File: config.mk
export PLATFORM = sky130hd
export DESIGN_NAME = dot_update_sequencer_flat
export DESIGN_NICKNAME = d
export VERILOG_FILES = /design/src/rtl/dot_update_sequencer_if.sv /design/src/rtl/dot_update_sequencer.sv /design/src/flat_wrapper.sv
export SDC_FILE = /design/constraint.sdc
export NUM_CORES = 1
export LEC_CHECK = 0
export BUFFER_PORTS_ARGS = -buffer_cell sky130_fd_sc_hd__buf_2
export CAP_MARGIN = 20
export CORE_ASPECT_RATIO = 1.4
export CORE_MARGIN = 4
export CORE_UTILIZATION = 45
export DETAILED_ROUTE_END_ITERATION = 10
export PLACE_DENSITY = 0.7
export SLEW_MARGIN = 20
export SYNTH_ARGS = -nofsm -noshare
export SYNTH_HDL_FRONTEND = slang
export SYNTH_SLANG_ARGS = --single-unit
File: constraint.sdc
create_clock -name clk -period 21.3 [get_ports clk]
set_input_delay 1.065 -clock clk [delete_from_list [all_inputs] [get_ports clk]]
set_output_delay 1.065 -clock clk [all_outputs]
set_load 0.02 [all_outputs]
File: src/rtl/dot_update_sequencer_if.sv
// Bundle of the processor-side write/commit signals and the VGA dot-update outputs.
// master: processor/VGA side driving the inputs; slave: dot_update_sequencer.
interface dot_update_sequencer_if;
    logic        wr_en;
    logic        wr_is_y;
    logic [31:0] wr_id;
    logic [31:0] wr_data;
    logic        commit;
    logic        frame_end;
    logic        dotWren;
    logic        is_Yloc;
    logic [31:0] dotID;
    logic [31:0] dotLoc;
    logic        busy;
    logic        done;

    modport master (
        output wr_en, wr_is_y, wr_id, wr_data, commit, frame_end,
        input  dotWren, is_Yloc, dotID, dotLoc, busy, done
    );

    modport slave (
        input  wr_en, wr_is_y, wr_id, wr_data, commit, frame_end,
        output dotWren, is_Yloc, dotID, dotLoc, busy, done
    );
endinterface

File: src/rtl/dot_update_sequencer.sv
// Shadow dot-coordinate table published to the VGA controller once per commit, on a frame edge.
// Optional macro DOT_CLAMP_EN: clamp written coordinates to X_MAX/Y_MAX instead of truncating.
module dot_update_sequencer #(
    parameter int unsigned NUM_DOTS    = 8,
    parameter int unsigned HOLD_CYCLES = 4,
    parameter int unsigned X_INIT      = 320,
    parameter int unsigned Y_INIT      = 240,
    parameter int unsigned X_MAX       = 639,
    parameter int unsigned Y_MAX       = 479
) (
    input logic                   clk,
    input logic                   reset,
    dot_update_sequencer_if.slave io_bus
);

    localparam int unsigned DOT_W  = (NUM_DOTS > 1) ? $clog2(NUM_DOTS) : 1;
    localparam int unsigned IDX_W  = DOT_W + 1;
    localparam int unsigned HOLD_W = (HOLD_CYCLES > 1) ? $clog2(HOLD_CYCLES) : 1;

    localparam logic [IDX_W-1:0]  IDX_LAST  = IDX_W'(2 * NUM_DOTS - 1);
    localparam logic [HOLD_W-1:0] HOLD_LAST = HOLD_W'(HOLD_CYCLES - 1);
    localparam logic [9:0]        X_INIT_L  = 10'(X_INIT);
    localparam logic [8:0]        Y_INIT_L  = 9'(Y_INIT);

    typedef enum logic [1:0] {StIdle, StArmed, StSend} state_e;

    state_e             r_state;
    logic               r_pending;
    logic               r_fe;
    logic [IDX_W-1:0]   r_idx;
    logic [HOLD_W-1:0]  r_hold;
    logic               r_dot_wren;
    logic               r_is_yloc;
    logic [31:0]        r_dot_id;
    logic [31:0]        r_dot_loc;
    logic               r_busy;
    logic               r_done;

    logic [9:0] r_shadow_x [NUM_DOTS];
    logic [8:0] r_shadow_y [NUM_DOTS];
    logic [9:0] r_send_x   [NUM_DOTS];
    logic [8:0] r_send_y   [NUM_DOTS];

    logic             w_fe_edge;
    logic             w_load;
    logic             w_wr_hit;
    logic [DOT_W-1:0] w_wr_dot;
    logic [9:0]       w_wr_x;
    logic [8:0]       w_wr_y;
    logic [IDX_W-1:0] w_idx_nxt;
    logic [DOT_W-1:0] w_nxt_dot;
    logic             w_nxt_is_y;
    logic [31:0]      w_nxt_loc;

    // r_fe resets high so a frame_end already asserted at reset release is not an edge
    assign w_fe_edge = io_bus.frame_end & ~r_fe;
    assign w_load    = (r_state == StArmed) && w_fe_edge;
    assign w_wr_hit  = io_bus.wr_en && (io_bus.wr_id < NUM_DOTS);
    assign w_wr_dot  = io_bus.wr_id[DOT_W-1:0];

`ifdef DOT_CLAMP_EN
    assign w_wr_x = (io_bus.wr_data > X_MAX) ? 10'(X_MAX) : io_bus.wr_data[9:0];
    assign w_wr_y = (io_bus.wr_data > Y_MAX) ? 9'(Y_MAX) : io_bus.wr_data[8:0];
`else
    logic w_unused_data;
    assign w_wr_x        = io_bus.wr_data[9:0];
    assign w_wr_y        = io_bus.wr_data[8:0];
    assign w_unused_data = ^io_bus.wr_data[31:10];
`endif

    assign w_idx_nxt  = r_idx + IDX_W'(1);
    assign w_nxt_dot  = w_idx_nxt[IDX_W-1:1];
    assign w_nxt_is_y = w_idx_nxt[0];
    assign w_nxt_loc  = w_nxt_is_y ? 32'(r_send_y[w_nxt_dot]) : 32'(r_send_x[w_nxt_dot]);

    always_ff @(posedge clk or posedge reset) begin
        if (reset) begin
            for (int i = 0; i < int'(NUM_DOTS); i++) begin
                r_shadow_x[i] <= X_INIT_L;
                r_shadow_y[i] <= Y_INIT_L;
            end
        end else if (w_wr_hit) begin
            if (io_bus.wr_is_y) begin
                r_shadow_y[w_wr_dot] <= w_wr_y;
            end else begin
                r_shadow_x[w_wr_dot] <= w_wr_x;
            end
        end
    end

    // Snapshot taken on the frame edge; later shadow writes only affect the next publish
    always_ff @(posedge clk or posedge reset) begin
        if (reset) begin
            for (int i = 0; i < int'(NUM_DOTS); i++) begin
                r_send_x[i] <= X_INIT_L;
                r_send_y[i] <= Y_INIT_L;
            end
        end else if (w_load) begin
            r_send_x <= r_shadow_x;
            r_send_y <= r_shadow_y;
        end
    end

    always_ff @(posedge clk or posedge reset) begin
        if (reset) begin
            r_state    <= StIdle;
            r_pending  <= 1'b0;
            r_fe       <= 1'b1;
            r_idx      <= '0;
            r_hold     <= '0;
            r_dot_wren <= 1'b0;
            r_is_yloc  <= 1'b0;
            r_dot_id   <= '0;
            r_dot_loc  <= '0;
            r_busy     <= 1'b0;
            r_done     <= 1'b0;
        end else begin
            r_fe   <= io_bus.frame_end;
            r_done <= 1'b0;
            case (r_state)
                StIdle: begin
                    if (io_bus.commit) begin
                        r_state <= StArmed;
                        r_busy  <= 1'b1;
                    end
                end
                StArmed: begin
                    if (w_fe_edge) begin
                        r_state    <= StSend;
                        r_idx      <= '0;
                        r_hold     <= '0;
                        r_dot_wren <= 1'b1;
                        r_is_yloc  <= 1'b0;
                        r_dot_id   <= '0;
                        r_dot_loc  <= 32'(r_shadow_x[0]);
                    end
                end
                StSend: begin
                    if (io_bus.commit) begin
                        r_pending <= 1'b1;
                    end
                    if (r_hold == HOLD_LAST) begin
                        r_hold <= '0;
                        if (r_idx == IDX_LAST) begin
                            r_dot_wren <= 1'b0;
                            r_is_yloc  <= 1'b0;
                            r_dot_id   <= '0;
                            r_dot_loc  <= '0;
                            r_done     <= 1'b1;
                            r_pending  <= 1'b0;
                            if (r_pending || io_bus.commit) begin
                                r_state <= StArmed;
                            end else begin
                                r_state <= StIdle;
                                r_busy  <= 1'b0;
                            end
                        end else begin
                            r_idx     <= w_idx_nxt;
                            r_is_yloc <= w_nxt_is_y;
                            r_dot_id  <= 32'(w_nxt_dot);
                            r_dot_loc <= w_nxt_loc;
                        end
                    end else begin
                        r_hold <= r_hold + HOLD_W'(1);
                    end
                end
                default: r_state <= StIdle;
            endcase
        end
    end

    assign io_bus.dotWren = r_dot_wren;
    assign io_bus.is_Yloc = r_is_yloc;
    assign io_bus.dotID   = r_dot_id;
    assign io_bus.dotLoc  = r_dot_loc;
    assign io_bus.busy    = r_busy;
    assign io_bus.done    = r_done;

endmodule

File: src/flat_wrapper.sv
// flat-port wrapper written by rule: the top's interface ports become plain ports
module dot_update_sequencer_flat 
#(
    parameter int unsigned NUM_DOTS    = 8,
    parameter int unsigned HOLD_CYCLES = 4,
    parameter int unsigned X_INIT      = 320,
    parameter int unsigned Y_INIT      = 240,
    parameter int unsigned X_MAX       = 639,
    parameter int unsigned Y_MAX       = 479
)
  (clk, reset, io_bus_wr_en, io_bus_wr_is_y, io_bus_wr_id, io_bus_wr_data, io_bus_commit, io_bus_frame_end, io_bus_dotWren, io_bus_is_Yloc, io_bus_dotID, io_bus_dotLoc, io_bus_busy, io_bus_done);
  dot_update_sequencer_if io_bus_i ();
  input logic clk;
  input logic reset;
  input wire logic [$bits(io_bus_i.wr_en)-1:0] io_bus_wr_en;
  input wire logic [$bits(io_bus_i.wr_is_y)-1:0] io_bus_wr_is_y;
  input wire logic [$bits(io_bus_i.wr_id)-1:0] io_bus_wr_id;
  input wire logic [$bits(io_bus_i.wr_data)-1:0] io_bus_wr_data;
  input wire logic [$bits(io_bus_i.commit)-1:0] io_bus_commit;
  input wire logic [$bits(io_bus_i.frame_end)-1:0] io_bus_frame_end;
  output wire logic [$bits(io_bus_i.dotWren)-1:0] io_bus_dotWren;
  output wire logic [$bits(io_bus_i.is_Yloc)-1:0] io_bus_is_Yloc;
  output wire logic [$bits(io_bus_i.dotID)-1:0] io_bus_dotID;
  output wire logic [$bits(io_bus_i.dotLoc)-1:0] io_bus_dotLoc;
  output wire logic [$bits(io_bus_i.busy)-1:0] io_bus_busy;
  output wire logic [$bits(io_bus_i.done)-1:0] io_bus_done;
  assign io_bus_i.wr_en = io_bus_wr_en;
  assign io_bus_i.wr_is_y = io_bus_wr_is_y;
  assign io_bus_i.wr_id = io_bus_wr_id;
  assign io_bus_i.wr_data = io_bus_wr_data;
  assign io_bus_i.commit = io_bus_commit;
  assign io_bus_i.frame_end = io_bus_frame_end;
  assign io_bus_dotWren = io_bus_i.dotWren;
  assign io_bus_is_Yloc = io_bus_i.is_Yloc;
  assign io_bus_dotID = io_bus_i.dotID;
  assign io_bus_dotLoc = io_bus_i.dotLoc;
  assign io_bus_busy = io_bus_i.busy;
  assign io_bus_done = io_bus_i.done;
  dot_update_sequencer #(.NUM_DOTS(NUM_DOTS), .HOLD_CYCLES(HOLD_CYCLES), .X_INIT(X_INIT), .Y_INIT(Y_INIT), .X_MAX(X_MAX), .Y_MAX(Y_MAX)) u_core (.clk(clk), .reset(reset), .io_bus(io_bus_i));
endmodule
# Word level (Yosys, flattened, before mapping)
# Cells that the tools add are included.
[totals]
register_bits = 382
wordCells = 132
[op_classes]
add_sub_neg = 2
order_cmp = 4
eq_ne = 10
mux = 53
bitwise_logic = 5
reduce_logical = 15
[ops]
columns = ["operator", "count"]
rows = [
  ["2-to-1 mux 32 bit", 5],
  ["one-hot mux 32 bit (2 select lines)", 2],
  ["bitwise mux 80 bit", 1],
  ["bitwise mux 72 bit", 1],
  ["2-to-1 mux 10 bit", 4],
  ["less-than comparator 32 x 4 -> 1 bit, second input constant", 1],
  ["binary-select mux 10 bit (select 3 bit)", 1],
  ["demux 10 bit (select 3 bit)", 1],
  ["binary-select mux 9 bit (select 3 bit)", 1],
  ["demux 9 bit (select 3 bit)", 1],
  ["2-to-1 mux 9 bit", 3],
  ["2-to-1 mux 1 bit", 17],
  ["2-to-1 mux 2 bit", 6],
  ["2-to-1 mux 4 bit", 3],
  ["AND reduction 4 bit", 3],
  [">= comparator 4 bit, second input constant", 2],
  ["inverter 3 -> 4 bit", 2],
  ["one-hot mux 4 bit (2 select lines)", 1],
  ["inequality test 2 x 1 -> 1 bit, second input constant", 3],
  ["inequality test 2 bit, second input constant", 3],
  ["one-hot mux 1 bit (2 select lines)", 3],
  ["one-hot mux 2 bit (3 select lines)", 1],
  ["AND reduction 2 bit", 3],
  ["AND reduction 5 bit", 1],
  ["15 further kinds", 20],
]

# Longest topological paths before layout
[logic_depth]
ltp_word = 9
mapped_depth = 10
ltp_nobuf = 7

# Worst setup path after synthesis
# Ideal clock, no wire load.
[synth_timing]
path_type = "input port to flip-flop"
start = "in io_bus_wr_id[5]"
end = "reg u_core.r_shadow_x[69] in the netlist's numbering"
setup_time_ns = 0.125
arrival_time_ns = 2.603
path_slack_ns = 18.573
stages = 6
n_path_buf = 0
path_cell_list = "nor4b_1 > nand4_1 > nor2_2 > nand2_1 > nor2_2 > mux2_2"
[synth_between]
elab_chain_cells = 3
[synth_rtl]
columns = ["element", "line", "text"]
rows = [
  ["from (decl)", "flat_wrapper.sv:17", "input wire logic [$bits(io_bus_i.wr_id)-1:0] io_bus_wr_id;"],
  ["less-than comparator 32 x 4 -> 1 bit", "dot_update_sequencer.sv:58", "assign w_wr_hit = io_bus.wr_en && (io_bus.wr_id < NUM_DOTS);"],
  ["logical AND 1 bit", "dot_update_sequencer.sv:58", ""],
  ["AND reduction 2 bit (no source line)", "--", ""],
  ["to (signal, indexed assignment)", "dot_update_sequencer.sv:86", "r_shadow_x[w_wr_dot] <= w_wr_x;"],
  ["to (decl)", "dot_update_sequencer.sv:39", "logic [9:0] r_shadow_x [NUM_DOTS];"],
]
# No other way between the ends.
# A chain may end at the register's enable or synchronous reset.

# Final worst setup path
[layout_timing]
start = "reg u_core.r_idx[0]"
end = "reg u_core.r_dot_loc[6], in the netlist u_core.io_bus.dotLoc[6]"
[layout_between]
elab_chain_cells = 9
word_cells_on_any_way = 13
[layout_rtl]
columns = ["element", "line", "text"]
rows = [
  ["from (decl)", "dot_update_sequencer.sv:30", "logic [IDX_W-1:0] r_idx;"],
  ["from (signal assigned)", "dot_update_sequencer.sv:158", "r_idx <= w_idx_nxt;"],
  ["adder 4 x 1 -> 4 bit", "dot_update_sequencer.sv:71", "assign w_idx_nxt = r_idx + IDX_W'(1);"],
  ["inverter 3 -> 4 bit (implied by the code)", "dot_update_sequencer.sv:74", "assign w_nxt_loc = w_nxt_is_y ? 32'(r_send_y[w_nxt_dot]) : 32'(r_send_x[w_nxt_dot]);"],
  ["binary-select mux 10 bit (select 3 bit) or binary-select mux 9 bit (select 3 bit) (tied branches)", "dot_update_sequencer.sv:74", ""],
  ["2-to-1 mux 10 bit (implied by the code) or 2-to-1 mux 9 bit (tied branches) (2 in series)", "dot_update_sequencer.sv:74", ""],
  ["2-to-1 mux 10 bit", "dot_update_sequencer.sv:74", ""],
  ["2-to-1 mux 32 bit (*)", "dot_update_sequencer.sv:144", "if (r_idx == IDX_LAST) begin"],
  ["2-to-1 mux 32 bit (*)", "dot_update_sequencer.sv:142", "if (r_hold == HOLD_LAST) begin"],
  ["one-hot mux 32 bit (2 select lines) (*)", "dot_update_sequencer.sv:120", "case (r_state)"],
  ["to (signal assigned)", "dot_update_sequencer.sv:135", "r_dot_loc <= 32'(r_shadow_x[0]);"],
  ["to (signal assigned)", "dot_update_sequencer.sv:161", "r_dot_loc <= w_nxt_loc;"],
  ["to (decl)", "dot_update_sequencer.sv:35", "logic [31:0] r_dot_loc;"],
]
# Mark *: on every way between the ends. The rest lies on a longest branch, timed or not. The select of a mux whose other input is x is not followed.

==> results.sh <==
export IMPL_fmax_mhz=295.4
export IMPL_crit_path_end="u_core.io_bus.dotLoc[6]"
export IMPL_min_period_ps=3386
export IMPL_drive_gt1_frac=0.3146
export IMPL_grt_use_met3=0.02720
export IMPL_die_y_um=220.4
export IMPL_p_leak_nw=7.857
export IMPL_reg2reg_from="u_core.r_idx[0]"
export IMPL_synthFlopType="dfrtp_1"
export IMPL_drc=0
export IMPL_cts_tree="yes"
export IMPL_final_common_cell="nand2_1"
export IMPL_start_kind="flop"
export IMPL_dr_pass1_iters=5
export IMPL_min_path_type="flop to flop"
export IMPL_yosysWarnings=0
export IMPL_cts_sinks=331
export IMPL_synth_cells=1308
export IMPL_ios=138
export IMPL_finClkSkew_ps=18.03
export IMPL_cts_resized=0
export IMPL_die_w_um=159.7
export IMPL_final_area_um2=15980
export IMPL_cts_root_buffer="clkbuf_16"
export IMPL_cpMaxStageDelayCell="xnor2_4"
export IMPL_synth_avg_cell_area_um2=11.08
export IMPL_powerDensity_nw_per_um2=87.07
export IMPL_dr_total_vias=9357
export IMPL_reg2reg_to="u_core.io_bus.dotLoc[6]"
export IMPL_crit_required_ps=21750
export IMPL_dp_hpwl_um=19220
export IMPL_rr_worst_depth=8
export IMPL_grt_total_usage=0.1838
export IMPL_fin_nets=1419
export IMPL_clk_latency_ps=570
export IMPL_critPathMaxStageDelay_ps=720
export IMPL_arrival_ps=3830
export IMPL_antenna_cells=0
export IMPL_gr_usage_met1=0.2361
export IMPL_tns_ps=0
export IMPL_worstMarginPinSlew_ps=1142
export IMPL_async_reset_ff_frac=1.000
export IMPL_io_buffer_count=64
export IMPL_grt_first_pass_wirelength_um=52000
export IMPL_grtUsageMet2=0.3249
export IMPL_area_delta_synth_final_pct=10.19
export IMPL_wl_per_cell_um=18.16
export IMPL_r2r_slack_ps=17910
export IMPL_grt_overflow_total=0
export IMPL_crit_buf_inv=2
export IMPL_crit_chain="buf_4 -> ha_2 -> xnor2_4 -> buf_4 -> mux4_2 -> mux2i_1 -> a21oi_1 -> a221o_1"
export IMPL_rows=77
export IMPL_grt_pass1_vias=9492
export IMPL_slew_headroom=0.2385
export IMPL_setup_worst_path_start="u_core.r_idx[0]"
export IMPL_clockBufferDepth=3
export IMPL_hold_viol=0
export IMPL_path_depth=8
export IMPL_fp_dieArea_um2=35200
export IMPL_first_iter_violations=753
export IMPL_cts_buffers=31
export IMPL_syn_cell_area_um2=14500
export IMPL_crit_top_cell="buf_4"
export IMPL_grt_busiest_layer="met2"
export IMPL_postPlaceCellArea_um2=14950
export IMPL_critical_path_top_delay_family="multiplexers"
export IMPL_total_power_mw=1.391
export IMPL_cp_end_kind="flop"
export IMPL_htree_levels=1
export IMPL_initial_utilization=0.4574
export IMPL_status="finished, final reports clean"
export IMPL_clkTransAtPathRegs_ps=70
export IMPL_synth_edf_count=0
export IMPL_grt_max_degree=154
export IMPL_crit_fanout=23
export IMPL_ys_seq_area_frac=0.5797
export IMPL_setup_viol=0
export IMPL_critical_path_class="flop to flop"
export IMPL_totalWireLength_um=32050
export IMPL_vias_per_cell=5.301
export IMPL_mostFrequentLayoutCells="nand2_1, dfrtp_1, mux2_2, dfstp_2, buf_2"
export IMPL_cts_hold_buf=0
export IMPL_antenna_found_initial=0
export IMPL_rsz0062_at_grt="no"
export IMPL_utilization=0.5040
export IMPL_gp_congestion=0.7791
export IMPL_whs_path_depth=2
export IMPL_post_cts_repair_setup_buffers=0
export IMPL_post_route_period_util=0.1589
export IMPL_pre_cts_ws_ps=17660
export IMPL_worst_slack_ps=17910
export IMPL_synth_seq_cells=331
export IMPL_final_max_slew_violation_count=0
export IMPL_ant_nets=0
export IMPL_synth_cell_types=49
export IMPL_irDropWorstVdd_v=0.00007402
export IMPL_core_um2=31700
export IMPL_maxCapViolCount=0
==> worst min-delay path by stage <==
stage / from / to
floorplan: u_core.r_shadow_x[18] / u_core.r_send_x[18]
global placement: u_core.r_shadow_y[7] / u_core.r_send_y[7]
detailed placement: u_core.r_shadow_y[14] / u_core.r_send_y[14]
CTS: u_core.r_shadow_y[33] / u_core.r_send_y[33]
global route: u_core.r_shadow_y[58] / u_core.r_send_y[58]
finish: u_core.r_shadow_y[33] / u_core.r_send_y[33]
==> state kept, by name, summed over array words and instances, names as in the netlist <==
signal / count
u_core.r_shadow_x: 80
u_core.io_bus.done: 1
u_core.r_fe: 1
u_core.r_shadow_y: 72
u_core.r_hold: 2
u_core.io_bus.busy: 1
u_core.r_idx: 4
u_core.io_bus.dotWren: 1
u_core.io_bus.dotLoc: 10
u_core.r_send_x: 80
u_core.r_pending: 1
u_core.io_bus.is_Yloc: 1
u_core.r_send_y: 72
u_core.io_bus.dotID: 3
u_core.r_state: 2
==> cell families (layout without fill, tap and decap cells) <==
group                    after synthesis  in the layout  synth area share
XOR/XNOR                               4              4          0.005524
multiplexers                         186            186            0.1662
AND/OR/NAND/NOR                      589            589            0.1669
buffers and inverters                123            135           0.04712
adder cells (fa/ha/maj)                2              2          0.001726
other                                  1             51         0.0002586
AO/OA/AOI/OAI                         72             72           0.03262
flip-flops                           331            331            0.5797
==> report_power, final <==
group / leakage (nW) / internal [mW] / switching (mW)
clock: 0.493 / 0.317 / 0.239
sequential: 4.25 / 0.639 / 0.00807
combinational: 3.12 / 0.0444 / 0.143
total: 7.86 / 1.00 / 0.390
==> area by class of cell <==
cell class / count / area [um^2]
fillers: 2736 / 15720
flip-flops and latches: 331 / 8404
multi-input cells: 904 / 5627
clock buffers: 40 / 849.6
well taps: 395 / 494.2
repair buffers: 76 / 410.4
clock inverters: 16 / 167.7
inverters: 3 / 23.77
==> worst min-delay path, stage by stage, from the launching register on <==
cell     delay [ps]
dfstp_2         370
nand2_1          50
nand2_1          40
==> per-stage QoR <==
step / hold slack, ps / std cells
detailed placement: 440.9 / 1709
global placement: 437.8 / 1709
floorplan: 431.6 / 1358
CTS: 451.3 / 1765
finish: 442.4 / 1765
global route: 462.3 / 1765
==> metal layers <==
| metal | part of all wire | vias to the layer above |
|---|---|---|
| li1 | - | 4318 |
| met1 | 0.42 | 4772 |
| met2 | 0.51 | 211 |
| met3 | 0.049 | 56 |
| met4 | 0.025 | 0 |
| met5 | 0 | - |
==> cell usage after synthesis (all sizes together) (7+ instances only) <==
library cell  count  area share
nand4            11      0.0047
a31oi             8      0.0035
mux4             28       0.044
mux2            155        0.12
dfrtp           234        0.40
dfstp            97        0.18
nand2           512        0.13
a21oi            13      0.0045
clkbuf           54       0.014
nor2b             9      0.0039
nor2             24      0.0085
o21ai            17      0.0059
buf              66       0.032
a22oi             7      0.0036
nand3            11      0.0041
Note: power is estimated with default switching activity, not from simulation.
